--- config.mk ---
export PLATFORM = sky130hd
export DESIGN_NAME = inst_rom_arb
export DESIGN_NICKNAME = d
export VERILOG_FILES = /design/src/rtl/inst_rom_arb_pkg.sv /design/src/rtl/inst_rom_arb_rr_arb2.sv /design/src/rtl/inst_rom_arb.sv
export SDC_FILE = /design/constraint.sdc
export NUM_CORES = 1
export LEC_CHECK = 0
export ABC_AREA = 1
export ABC_CLOCK_PERIOD_IN_PS = 1600
export BUFFER_PORTS_ARGS = -buffer_cell sky130_fd_sc_hd__buf_2
export CAP_MARGIN = 40
export CORE_AREA = 2 2 90 136
export DETAILED_ROUTE_END_ITERATION = 6
export DIE_AREA = 0 0 92 138
export PLACE_DENSITY = 0.75
export SYNTH_ARGS = -nofsm -noshare
export SYNTH_HDL_FRONTEND = slang
export SYNTH_HIERARCHICAL = 1
export SYNTH_SLANG_ARGS = --single-unit
export TNS_END_PERCENT = 50
--- constraint.sdc ---
create_clock -name clk -period 1.6 [get_ports clk]
set_input_delay 0.4 -clock clk [delete_from_list [all_inputs] [get_ports clk]]
set_output_delay 0.4 -clock clk [all_outputs]
set_load 0.03 [all_outputs]
--- src/rtl/inst_rom_arb_pkg.sv ---
// rtl/inst_rom_arb_pkg.sv - shared bus widths, constants and FSM encoding for the ROM arbiter
package inst_rom_arb_pkg;

  localparam int          InstAddrBus   = 32;
  localparam int          InstBus       = 32;
  localparam logic [31:0] ZeroWord      = 32'h0000_0000;
  localparam logic        ChipEnable    = 1'b1;
  localparam logic        ChipDisable   = 1'b0;
  localparam int          RomWaitCycles = 1;

  typedef enum logic [1:0] {
    ST_IDLE   = 2'd0,
    ST_ACCESS = 2'd1,
    ST_RESP   = 2'd2
  } state_t;

  function automatic logic misaligned(input logic [InstAddrBus-1:0] addr);
    return addr[1:0] != 2'b00;
  endfunction

endpackage

--- src/rtl/inst_rom_arb_rr_arb2.sv ---
// rtl/inst_rom_arb_rr_arb2.sv - two-requester round-robin priority, one-hot grant
module rr_arb2 (
  input  logic [1:0] req,
  input  logic       last,
  output logic [1:0] gnt
);

  // last = 1 means requester 1 won the previous arbitration
  always_comb begin
    gnt = req;
    if (req == 2'b11) begin
      gnt = last ? 2'b01 : 2'b10;
    end
  end

endmodule

--- src/rtl/inst_rom_arb.sv ---
// rtl/inst_rom_arb.sv - arbitrates fetch (m0) and debug/loader (m1) reads onto one instruction ROM
module inst_rom_arb
  import inst_rom_arb_pkg::*;
#(
  parameter int unsigned WAIT_CYCLES = RomWaitCycles
) (
  input  logic                   clk,
  input  logic                   rst,
  input  logic                   m0_req,
  input  logic [InstAddrBus-1:0] m0_addr,
  output logic                   m0_gnt,
  output logic                   m0_rvalid,
  output logic [InstBus-1:0]     m0_rdata,
  output logic                   m0_err,
  input  logic                   m1_req,
  input  logic [InstAddrBus-1:0] m1_addr,
  output logic                   m1_gnt,
  output logic                   m1_rvalid,
  output logic [InstBus-1:0]     m1_rdata,
  output logic                   m1_err,
  output logic                   rom_ce,
  output logic [InstAddrBus-1:0] rom_addr,
  input  logic [InstBus-1:0]     rom_inst
);

  localparam logic [3:0] LastCnt = 4'(WAIT_CYCLES - 1);

  state_t                 state;
  logic [3:0]             cnt;
  logic                   last;
  logic                   owner;
  logic                   err_q;
  logic [InstAddrBus-1:0] addr_q;
  logic [InstBus-1:0]     rdata0;
  logic [InstBus-1:0]     rdata1;
  logic [1:0]             arb_gnt;
  logic [1:0]             gnt;
  logic [InstAddrBus-1:0] sel_addr;

  rr_arb2 u_rr_arb2 (
    .req  ({m1_req, m0_req}),
    .last (last),
    .gnt  (arb_gnt)
  );

  // Grants are only offered from IDLE and never while reset is held
  assign gnt      = (state == ST_IDLE && rst) ? arb_gnt : 2'b00;
  assign sel_addr = gnt[1] ? m1_addr : m0_addr;

  always_ff @(posedge clk or negedge rst) begin
    if (!rst) begin
      state  <= ST_IDLE;
      cnt    <= 4'd0;
      last   <= 1'b1;
      owner  <= 1'b0;
      err_q  <= 1'b0;
      addr_q <= ZeroWord;
      rdata0 <= ZeroWord;
      rdata1 <= ZeroWord;
    end else begin
      case (state)
        ST_IDLE: begin
          if (|gnt) begin
            owner  <= gnt[1];
            last   <= gnt[1];
            addr_q <= sel_addr;
            cnt    <= 4'd0;
            if (misaligned(sel_addr)) begin
              err_q <= 1'b1;
              if (gnt[1]) rdata1 <= ZeroWord;
              else        rdata0 <= ZeroWord;
              state <= ST_RESP;
            end else begin
              err_q <= 1'b0;
              state <= ST_ACCESS;
            end
          end
        end
        ST_ACCESS: begin
          if (cnt == LastCnt) begin
            cnt <= 4'd0;
            if (owner) rdata1 <= rom_inst;
            else       rdata0 <= rom_inst;
            state <= ST_RESP;
          end else begin
            cnt <= cnt + 4'd1;
          end
        end
        ST_RESP: state <= ST_IDLE;
        default: state <= ST_IDLE;
      endcase
    end
  end

  assign m0_gnt    = gnt[0];
  assign m1_gnt    = gnt[1];
  assign m0_rvalid = (state == ST_RESP) && !owner;
  assign m1_rvalid = (state == ST_RESP) && owner;
  assign m0_err    = m0_rvalid && err_q;
  assign m1_err    = m1_rvalid && err_q;
  assign m0_rdata  = rdata0;
  assign m1_rdata  = rdata1;
  assign rom_ce    = (state == ST_ACCESS) ? ChipEnable : ChipDisable;
  assign rom_addr  = (state == ST_ACCESS) ? addr_q : ZeroWord;

endmodule

# --- Word level (Yosys, flattened, before mapping) ---
# Index checks and enable logic that the tools add are counted.
word_totals:
  ff_bits: 105
  in_bits: 100
  word_cells: 61
op_classes:
  addsub: 1
  n_eq_ne: 10
  mux: 26
  reduce_logical: 16
op_table:
  columns: ["op", "n"]
  rows:
  - ["two-way mux 32 bit", 12]
  - ["one-hot mux 32 bit (2 select lines)", 2]
  - ["two-way mux 2 bit", 6]
  - ["AND reduction 6 bit", 2]
  - ["inequality test 2 bit, second input constant", 5]
  - ["two-way mux 4 bit", 2]
  - ["one-hot mux 4 bit (2 select lines)", 1]
  - ["AND reduction 2 bit", 3]
  - ["logical AND 1 bit", 5]
  - ["adder 4 x 1 -> 4 bit, second input constant", 1]
  - ["equality test 2 bit, second input constant", 2]
  - ["logical NOT 4 bit", 1]
  - ["inequality test 2 x 1 -> 1 bit, second input constant", 2]
  - ["one-hot mux 2 bit (2 select lines)", 1]
  - ["nonzero test 2 bit", 2]
  - ["equality test 2 x 1 -> 1 bit, second input constant", 1]
  - ["logical NOT 2 bit", 1]
  - ["two-way mux 1 bit", 2]
  - ["OR reduction 2 bit", 1]
  - ["logical NOT 1 bit", 1]

# --- Logic depth before layout (Yosys ltp) ---
# Gate-level depths: netlist of the first run.
depth:
  depth_word: 8
  depth_mapped: 11
  ltp_nobuf: 10

# --- Modules after synthesis ---
# The synthesis of the first run kept the hierarchy.
by_module_without_submodules:
  columns: ["module", "n_inst", "cells_per_inst", "area_each_um2", "seq_area_each_um2"]
  rows:
  - ["inst_rom_arb", 1, 618, 4937.2, 2628.8]
  - ["rr_arb2", 1, 5, 21.3, 0.0]

# --- Worst setup path after synthesis of the first run ---
# Ideal clock, no wire load.
synth_timing:
  kind: "register to output"
  startpoint: "register state[1]"
  endpoint: "output port m1_err"
  t_arrival_ns: 1.521
  setup_slack_ns: -0.321
  stages_incl_launch_ff: 3
  path_buffers: 0
  cell_sequence: "dfrtp_1 inv_2 nor4_1"
synth_via:
  elab_chain_len: 3
synth_rtl:
  columns: ["item", "line", "text"]
  rows:
  - ["start: declaration", "inst_rom_arb.sv:28", "state_t state;"]
  - ["start signal: assignment", "inst_rom_arb.sv:52", "state <= ST_IDLE;"]
  - ["start signal: assignment", "inst_rom_arb.sv:72", "state <= ST_RESP;"]
  - ["start signal: assignment", "inst_rom_arb.sv:75", "state <= ST_ACCESS;"]
  - ["equality test 2 bit", "inst_rom_arb.sv:98", "assign m1_rvalid = (state == ST_RESP) && owner;"]
  - ["logical AND 1 bit", "inst_rom_arb.sv:98", null]
  - ["logical AND 1 bit", "inst_rom_arb.sv:100", "assign m1_err = m1_rvalid && err_q;"]
  - ["end: declaration", "inst_rom_arb.sv:20", "output logic m1_err,"]
# No other way between the ends.

# --- Worst setup path in the final report of the first run ---
layout_timing:
  startpoint: "register last"
  endpoint: "output port m0_gnt"
layout_via:
  elab_chain_len: 3
layout_rtl:
  columns: ["item", "line", "text"]
  rows:
  - ["start: declaration", "inst_rom_arb.sv:30", "logic last;"]
  - ["start signal: assignment", "inst_rom_arb.sv:65", "last <= gnt[1];"]
  - ["two-way mux 2 bit", "inst_rom_arb_rr_arb2.sv:12", "gnt = last ? 2'b01 : 2'b10;"]
  - ["two-way mux 2 bit", "inst_rom_arb_rr_arb2.sv:11", "if (req == 2'b11) begin"]
  - ["net arb_gnt[0]", "inst_rom_arb.sv:36", "logic [1:0] arb_gnt;"]
  - ["two-way mux 2 bit", "inst_rom_arb.sv:47", "assign gnt = (state == ST_IDLE && rst) ? arb_gnt : 2'b00;"]
  - ["end: declaration", "inst_rom_arb.sv:11", "output logic m0_gnt,"]
# The timed path passes the listed nets, and every way through them passes these cells.

==> metrics.sh, run 1 <==
WORSTSETUPENDPOINTTYPE='output pin'
CLOCK_INSERTION_DELAY_WORST_SKEW_NS=0.35
OUTCOME='finished with violations'
SYNTH_SEQUENTIAL_AREA_RATIO=0.530
IO-PIN-COUNT=203
PRE_CTS_WS_NS=-0.222
ROW_COUNT=49
ANTENNA_FOUND_INITIAL=1
POSTCTSHOLDBUFS=0
POSTROUTEANTENNANETS=0
DRT_DRC_VIOLATIONS_LEFT=0
POST_DP_CELL_AREA_MM2=0.00679
CRITICAL_PATH.CELL_CHAIN='nand3_2, nand2_2, nand3_2, buf_6, inv_4, buf_6'
TIMING_WORST_SETUP_PATH_TYPE='flip-flop to output pin'
PWR_DENSITY_CELL_mW_PER_MM2=1550
SYNTH_CELL_TYPE_COUNT=29
FILL_COUNT=913
SYNTH_AREA_PER_CELL_UM2=7.96
FAILED_CHECKS='setup timing'
FINALMAXSLEWVIOLATIONS=0
DIE_OUTLINE_AREA_MM2=0.0127
CELL_WITH_THE_BIGGEST_INDIVIDUAL_DELAY_ON_THE_CRITICAL_PATH='dfstp_2'
HTREE_NUM_LEVELS=3
ASYNCSETRESETFLOPFRACSYNTH=1.00
SYN_TO_FINAL_GROWTH_PCT=62.4
FOOTPRINT_OF_THE_MULTI_INPUT_GATES_MM2=0.00257
WORSTMARGINPINSLEW_NS=0.828
FINAL_MIN_PERIOD_OVER_CLOCK_PERIOD=1.17
MAX-CLOCK-PATH-BUFFERS=2
PEAKVDDDROP_mV=0.802
FIN_WS_NS=-0.273
SYNTH_FF_TYPE='dfrtp_1'
GRT_USE_TOTAL=0.246
REGISTER_AREA_MM2=0.00263
WIRE_PER_INST_UM=15.3
P_LEAK_nW=4.36
SETUP_VIOL=136
INITIAL_UTIL=0.426
CLK_PIN_SLEW_NS=0.08
WORST_HOLD_PATH_TYPE='input port to asynchronous set/reset pin'
GLOBAL_ROUTE.OVERFLOW_TOTAL=0
DIE_W_UM=92
FINAL_LAYOUT_SIZE_SUFFIX_GT1_FRAC=0.474
WORST_PATH_LARGEST_CELL_DELAY_NS=0.58
GRT_MAX_DEGREE=67
SYNTH.YOSYS.WARNINGS=6
FLOORPLAN.CORE_AREA_MM2=0.0116
START_KIND='flip-flop'
FIRST_ITER_VIOLATIONS=196
FINALHOLDVIOLCOUNT=0
CLOCK_SKEW_NS=0.0113
DRT-TOTAL-WL_MM=15.7
CRITICAL_PATH_REQUIRED_NS=1.20
CTS_TREE='done'
POSTSYNTHREGISTERBITS=105
TOTAL_CLOCK_SINKS=105
PERIOD_MINUS_SLACK_NS=1.87
FINISH.NET_COUNT=964
FIRST_PASS_GRT_WIRE_LENGTH_MM=25.0
FIRST_GLOBAL_VIAS=5132
TOTAL_VIA_COUNT_AFTER_DETAILED_ROUTING=5164
SYNTH_EDF_COUNT=0
POSTSYNTHCELLCOUNT=623
DIE_HEIGHT_UM=138
CP_DATA_ARRIVAL_TIME_NS=1.47
BUFFER_TYPE_AT_THE_CLOCK_TREE_ROOT='clkbuf_16'
VIASPERCELL=5.06
FINISH.INSTANCE_AREA_MM2=0.00805
GRT_SETUP_UNREPAIRED='yes'
MAX-CAP-VIOLATIONS=0
NUMPORTBUFFERS=202
TIMING.SLEW.HEADROOM=0.448
SYN_NETS=725
HPWLAFTERDP_MM=10.3
DETAIL_ROUTE.FIRST_PASS.ITERATIONS=4
ROUTABILITYCONGESTION=0.809
SYN-CELL-AREA_MM2=0.00496
WORSTPATHMAXFANOUT=3
CTS_BUFFERS=9
MAX_CLOCK_FREQ_MHz=534
==> synth_stat cells (3+ instances only) <==
cell type / count / area [µm²]
nand3_1: 60 / 300
nand4_1: 6 / 37.5
dfrtp_1: 104 / 2600
clkbuf_1: 23 / 86.3
nor2_1: 60 / 225
nand2_1: 185 / 694
nand3b_1: 5 / 37.5
o21ai_0: 37 / 185
inv_1: 73 / 274
a21oi_1: 3 / 15.0
buf_2: 11 / 55.1
a22oi_1: 30 / 225
nor2_4: 3 / 33.8
inv_2: 3 / 11.3
==> state kept, by name, indices dropped and copies added, names as in the netlist <==
register	flops
cnt	4
last	1
addr_q	32
m0_rdata	32
err_q	1
owner	1
m1_rdata	32
state	2
==> layout make-up <==
| cell class | count | share of cell area |
|---|---|---|
| Sequential cell | 105 | 0.327 |
| Multi-Input combinational cell | 405 | 0.319 |
| Timing Repair Buffer | 263 | 0.255 |
| Inverter | 78 | 0.0385 |
| Clock buffer | 10 | 0.0297 |
| Tap cell | 153 | 0.0238 |
| Clock inverter | 6 | 0.00715 |
| Antenna cell | 1 | 0.000311 |
==> placed cells by master (no fill, tap or decap), drive strengths merged, types with 5 or more instances in the layout <==
cell    count
a22oi      30
dfrtp     104
nand3      63
nor2       64
nand4       6
buf       263
clkbuf     10
nand3b      5
nand2     185
o21ai      39
inv        82
==> cell families after synthesis <==
kind of cell             Yosys count  share of synthesized area
buffers and inverters            113                     0.0883
AO/OA/AOI/OAI                     75                     0.0934
AND/OR/NAND/NOR                  327                      0.281
flip-flops                       105                      0.530
adder cells (fa/ha/maj)            2                    0.00505
XOR/XNOR                           1                    0.00177
==> worst max-delay path, delay by kind of cell, from the launching register on <==
| kind | cells | cell delay [ns] |
|---|---|---|
| AND/OR/NAND/NOR | 3 | 0.24 |
| flip-flops | 1 | 0.58 |
| buffers and inverters | 3 | 0.30 |
==> power by group <==
group,leakage (nW),total [W],internal [W],switching (W)
logic,2.86,0.00626,0.00237,0.00389
clock network,0.148,0.00221,0.00114,0.00107
registers,1.35,0.00402,0.00358,0.000442
==> routing by layer <==
layer / up-vias / track usage / wire, µm
met1: 2422 / 0.287 / 5710
li1: 2468 / - / -
met3: 22 / 0.0496 / 1230
met5: - / 0 / 0
met4: 0 / 0.0770 / 316
met2: 252 / 0.450 / 8420
==> per-stage QoR <==
stage	hold WS (ns)	utilization	setup TNS [ns]	total power, W	instances
final	0.0173	0.691	-19.35	0.0125	1021
after global placement	0.379	0.583	-16.34	0.00883	987
after CTS	0.00140	0.672	-21.45	0.0123	1020
after floorplan	0.104	-	-1.69	0.00727	623
after detailed placement	0.378	0.583	-18.31	0.00896	987
after global routing	0.0216	0.691	-29.06	0.0132	1020
==> worst paths after layout <==
path	from	end	slack [ns]	cells after the start
setup / recovery	last	m0_gnt	-0.27	6
hold / removal	rst	owner	0.02	2
setup reg to reg	last	m0_rdata[4]	-0.20	12
hold reg to reg	m1_rdata[25]	m1_rdata[25]	0.47	2
max in group asynchronous	rst	m1_rdata[3]	0.72	2
min in group clk	m1_addr[23]	addr_q[23]	0.29	3
==> what timing repair did <==
item | 4_1_cts | 5_1_grt
resized for setup | 165 | 65
setup buffers | 11 | 1
setup endpoints to repair | 136 | 139
pin swaps | 20 | 11
gates cloned | 6 | 0
Note: power is estimated with default switching activity, not from simulation.
==> run 2, diff against run 1 <==
--- a/config.mk
+++ b/config.mk
@@ -5,14 +5,15 @@
 export SDC_FILE = /design/constraint.sdc
 export NUM_CORES = 1
 export LEC_CHECK = 0
-export ABC_AREA = 1
 export ABC_CLOCK_PERIOD_IN_PS = 1600
 export BUFFER_PORTS_ARGS = -buffer_cell sky130_fd_sc_hd__buf_2
 export CAP_MARGIN = 40
-export CORE_AREA = 2 2 90 136
+export CORE_AREA = 2 2 92 138
+export CTS_CLUSTER_DIAMETER = 60
 export DETAILED_ROUTE_END_ITERATION = 6
-export DIE_AREA = 0 0 92 138
-export PLACE_DENSITY = 0.75
+export DIE_AREA = 0 0 94 140
+export PLACE_DENSITY = 0.76
+export RECOVER_POWER = 100
 export SYNTH_ARGS = -nofsm -noshare
 export SYNTH_HDL_FRONTEND = slang
 export SYNTH_HIERARCHICAL = 1
==> run 2 against run 1 <==
Against the previous run:
- the flow still finishes with violations (setup timing)
- largest cell class is now multi-input gates
- design area increased by 0.48%
- first-iteration DRC count increased by 93%
- clock skew decreased by 0.0057 ns
- critical path depth increased by 2
- fmax decreased by 5.2%
- sequential power increased by 12%
- via count increased by 3.4%
- clock power increased by 2%
- die area increased by 3.7%
==> metrics.sh, run 2 <==
SETUP_VIOL=141
FAILED_CHECKS='setup timing'
HOLDWS_NS=0.243
FLOORPLAN.CORE_AREA_MM2=0.0120
DETAIL_ROUTE.FIRST_PASS.ITERATIONS=5
FINAL_CELL_MIX='102 x dfrtp_1, 98 x buf_2, 68 x clkbuf_1'
CRITICAL_PATH_REQUIRED_NS=1.84
MAX-CAP-VIOLATIONS=0
YOSYS-TOP-CELLS-AREA='dfrtp_1 49%, o21ai_0 8.7%, mux2i_1 6.3%'
POSTROUTEANTENNANETS=0
PERIOD_MINUS_SLACK_NS=1.97
PWR_DENSITY_CELL_mW_PER_MM2=1600
POSTSYNTHREGISTERBITS=105
DRT-TOTAL-WL_MM=18.2
MAX_CLOCK_FREQ_MHz=506
CP_DATA_ARRIVAL_TIME_NS=2.22
HPWLAFTERDP_MM=10.4
FINAL_LAYOUT_SIZE_SUFFIX_GT1_FRAC=0.425
MAX-CLOCK-PATH-BUFFERS=2
NUMPORTBUFFERS=202
POST_DP_CELL_AREA_MM2=0.00678
DIE_OUTLINE_AREA_MM2=0.0132
POST-SYNTH-TOP-COUNT-CELL='dfrtp_1'
GLOBAL_ROUTE.OVERFLOW_TOTAL=0
SYNTH_CELL_TYPE_COUNT=39
CLOCK_SKEW_NS=0.00559
START_KIND='flip-flop'
FINAL_COMMON_CELL='dfrtp_1'
SYN_NETS=632
CTS_BUFFERS=9
VIASPERCELL=5.74
SYNTH.CELLS.MOST_FREQUENT='104 x dfrtp_1, 92 x o21ai_0, 42 x nand2_1, 36 x clkbuf_1, 35 x nand3_1'
ROW_COUNT=49
TIMING.SLEW.HEADROOM=0.574
DRT_DRC_VIOLATIONS_LEFT=0
SETUP.REG_TO_REG.WORST_SLACK_NS=-0.37
FIRST_GLOBAL_VIAS=5387
FINISH.INSTANCE_AREA_MM2=0.00809
ANTENNA_FOUND_INITIAL=0
IO-PIN-COUNT=203
SYNTH_AREA_PER_CELL_UM2=9.94
TOTAL_CLOCK_SINKS=105
ROUTABILITYCONGESTION=0.791
HTREE_NUM_LEVELS=3
FIRST_ITER_VIOLATIONS=379
P_LEAK_nW=3.62
FIN_WS_NS=-0.375
SYNTH_TOP_AREA_FRAC=0.494
ASYNCSETRESETFLOPFRACSYNTH=1.00
FIN_CELLS=931
DIODES=0
PEAKVDDDROP_mV=0.719
CLK_PIN_SLEW_NS=0.07
SYN_TO_FINAL_GROWTH_PCT=53.6
FINALHOLDVIOLCOUNT=0
FINALMAXSLEWVIOLATIONS=0
TIMING_WORST_SETUP_PATH_TYPE='flip-flop to flip-flop'
GRT_USE_TOTAL=0.266
SYNTH.YOSYS.WARNINGS=6
TOTAL_VIA_COUNT_AFTER_DETAILED_ROUTING=5341
TNS_NS=-40.80
POSTSYNTHCELLCOUNT=530
SYN-CELL-AREA_MM2=0.00527
WORSTSETUPENDPOINTTYPE='flip-flop'
DIE_W_UM=94
GRT_SETUP_UNREPAIRED='yes'
WORSTMARGINPINSLEW_NS=0.639
FINAL_MIN_PERIOD_OVER_CLOCK_PERIOD=1.23
PLACE_INST=878
FINISH.NET_COUNT=875
SYNTH_AREA_LEADER_CELL='dfrtp_1'
WORSTPATHMAXFANOUT=8
CLOCK_INSERTION_DELAY_WORST_SKEW_NS=0.35
SYNTH_SEQUENTIAL_AREA_RATIO=0.499
SYNTH_FF_TYPE='dfrtp_1'
OUTCOME='finished with violations'
CTS_TREE='done'
GRT_MAX_DEGREE=61
BUFFER_TYPE_AT_THE_CLOCK_TREE_ROOT='clkbuf_16'
DIE_HEIGHT_UM=140
WIRE_PER_INST_UM=19.5
FIRST_PASS_GRT_WIRE_LENGTH_MM=27.5
SYNTH_EDF_COUNT=0
INITIAL_UTIL=0.441
WORST_HOLD_PATH_TYPE='input port to asynchronous set/reset pin'
[run 2: final cells by class]
class / count / area [µm²]
sequential: 105 / 2630
fill: 978 / 3860
inverter: 5 / 26.3
tap: 153 / 191
clock buffer: 12 / 246
clock inverter: 4 / 52.6
multi-input combinational: 379 / 2900
timing repair buffer: 273 / 2050
[run 2: path summary, 6_finish.rpt]
kind / cells after the start / end / start
hold / removal: 2 / last / rst
max in group asynchronous: 3 / m0_rdata[8] / rst
hold reg to reg: 2 / addr_q[9] / addr_q[9]
setup / recovery: 8 / m1_rdata[8] / state[1]
min in group clk: 3 / m0_rdata[31] / rom_inst[31]
setup reg to reg: 8 / m1_rdata[8] / state[1]
[run 2: stage by stage]
step | total power, W | setup slack (ns) | util
after floorplan | 0.00801 | -0.265 | -
after global routing | 0.0137 | -0.455 | 0.677
after detailed placement | 0.00982 | -0.440 | 0.567
after CTS | 0.0127 | -0.327 | 0.657
after global placement | 0.00956 | -0.363 | 0.567
final | 0.0130 | -0.375 | 0.677
[run 2: worst max-delay path: stages, from the launching register on]
cell      delay (ns)
dfrtp_2         0.45
buf_12          0.14
nor4bb_4        0.32
buf_4           0.21
o21bai_4        0.15
buf_12          0.15
buf_6           0.10
o21ai_4         0.11
a32o_1          0.24
[run 2: layer usage]
layer  share of wire  vias up  GRT usage
met5               0        -          0
met4           0.033        0      0.109
met3           0.076       38     0.0592
met2            0.52      260      0.461
met1            0.37     2623      0.316
li1                -     2420          -
[run 2: power breakdown]
part           internal (W)  switching (W)  leakage (nW)
Combinational       0.00235        0.00385          2.16
Clock               0.00126       0.000995         0.147
Sequential          0.00378       0.000736          1.31
Total               0.00739        0.00558          3.62
[run 2: logic make-up (layout without fill, tap and decap cells)]
| group | Yosys count | after routing | synth area share |
|---|---|---|---|
| AO/OA/AOI/OAI | 145 | 148 | 0.175 |
| multiplexers | 34 | 40 | 0.0648 |
| buffers and inverters | 55 | 294 | 0.0461 |
| adder cells (fa/ha/maj) | 2 | 2 | 0.00475 |
| XOR/XNOR | 1 | 1 | 0.00166 |
| AND/OR/NAND/NOR | 188 | 188 | 0.209 |
| flip-flops | 105 | 105 | 0.499 |
[run 2: repair_timing]
action / in CTS / in global routing
endpoints found under the setup margin: 141 / 144
buffers inserted: 17 / 2
resized for setup: 139 / 79
hold endpoints to repair: 2 / 0
pin swaps: 30 / 24
hold buffers: 1 / 0
gates cloned: 11 / 6
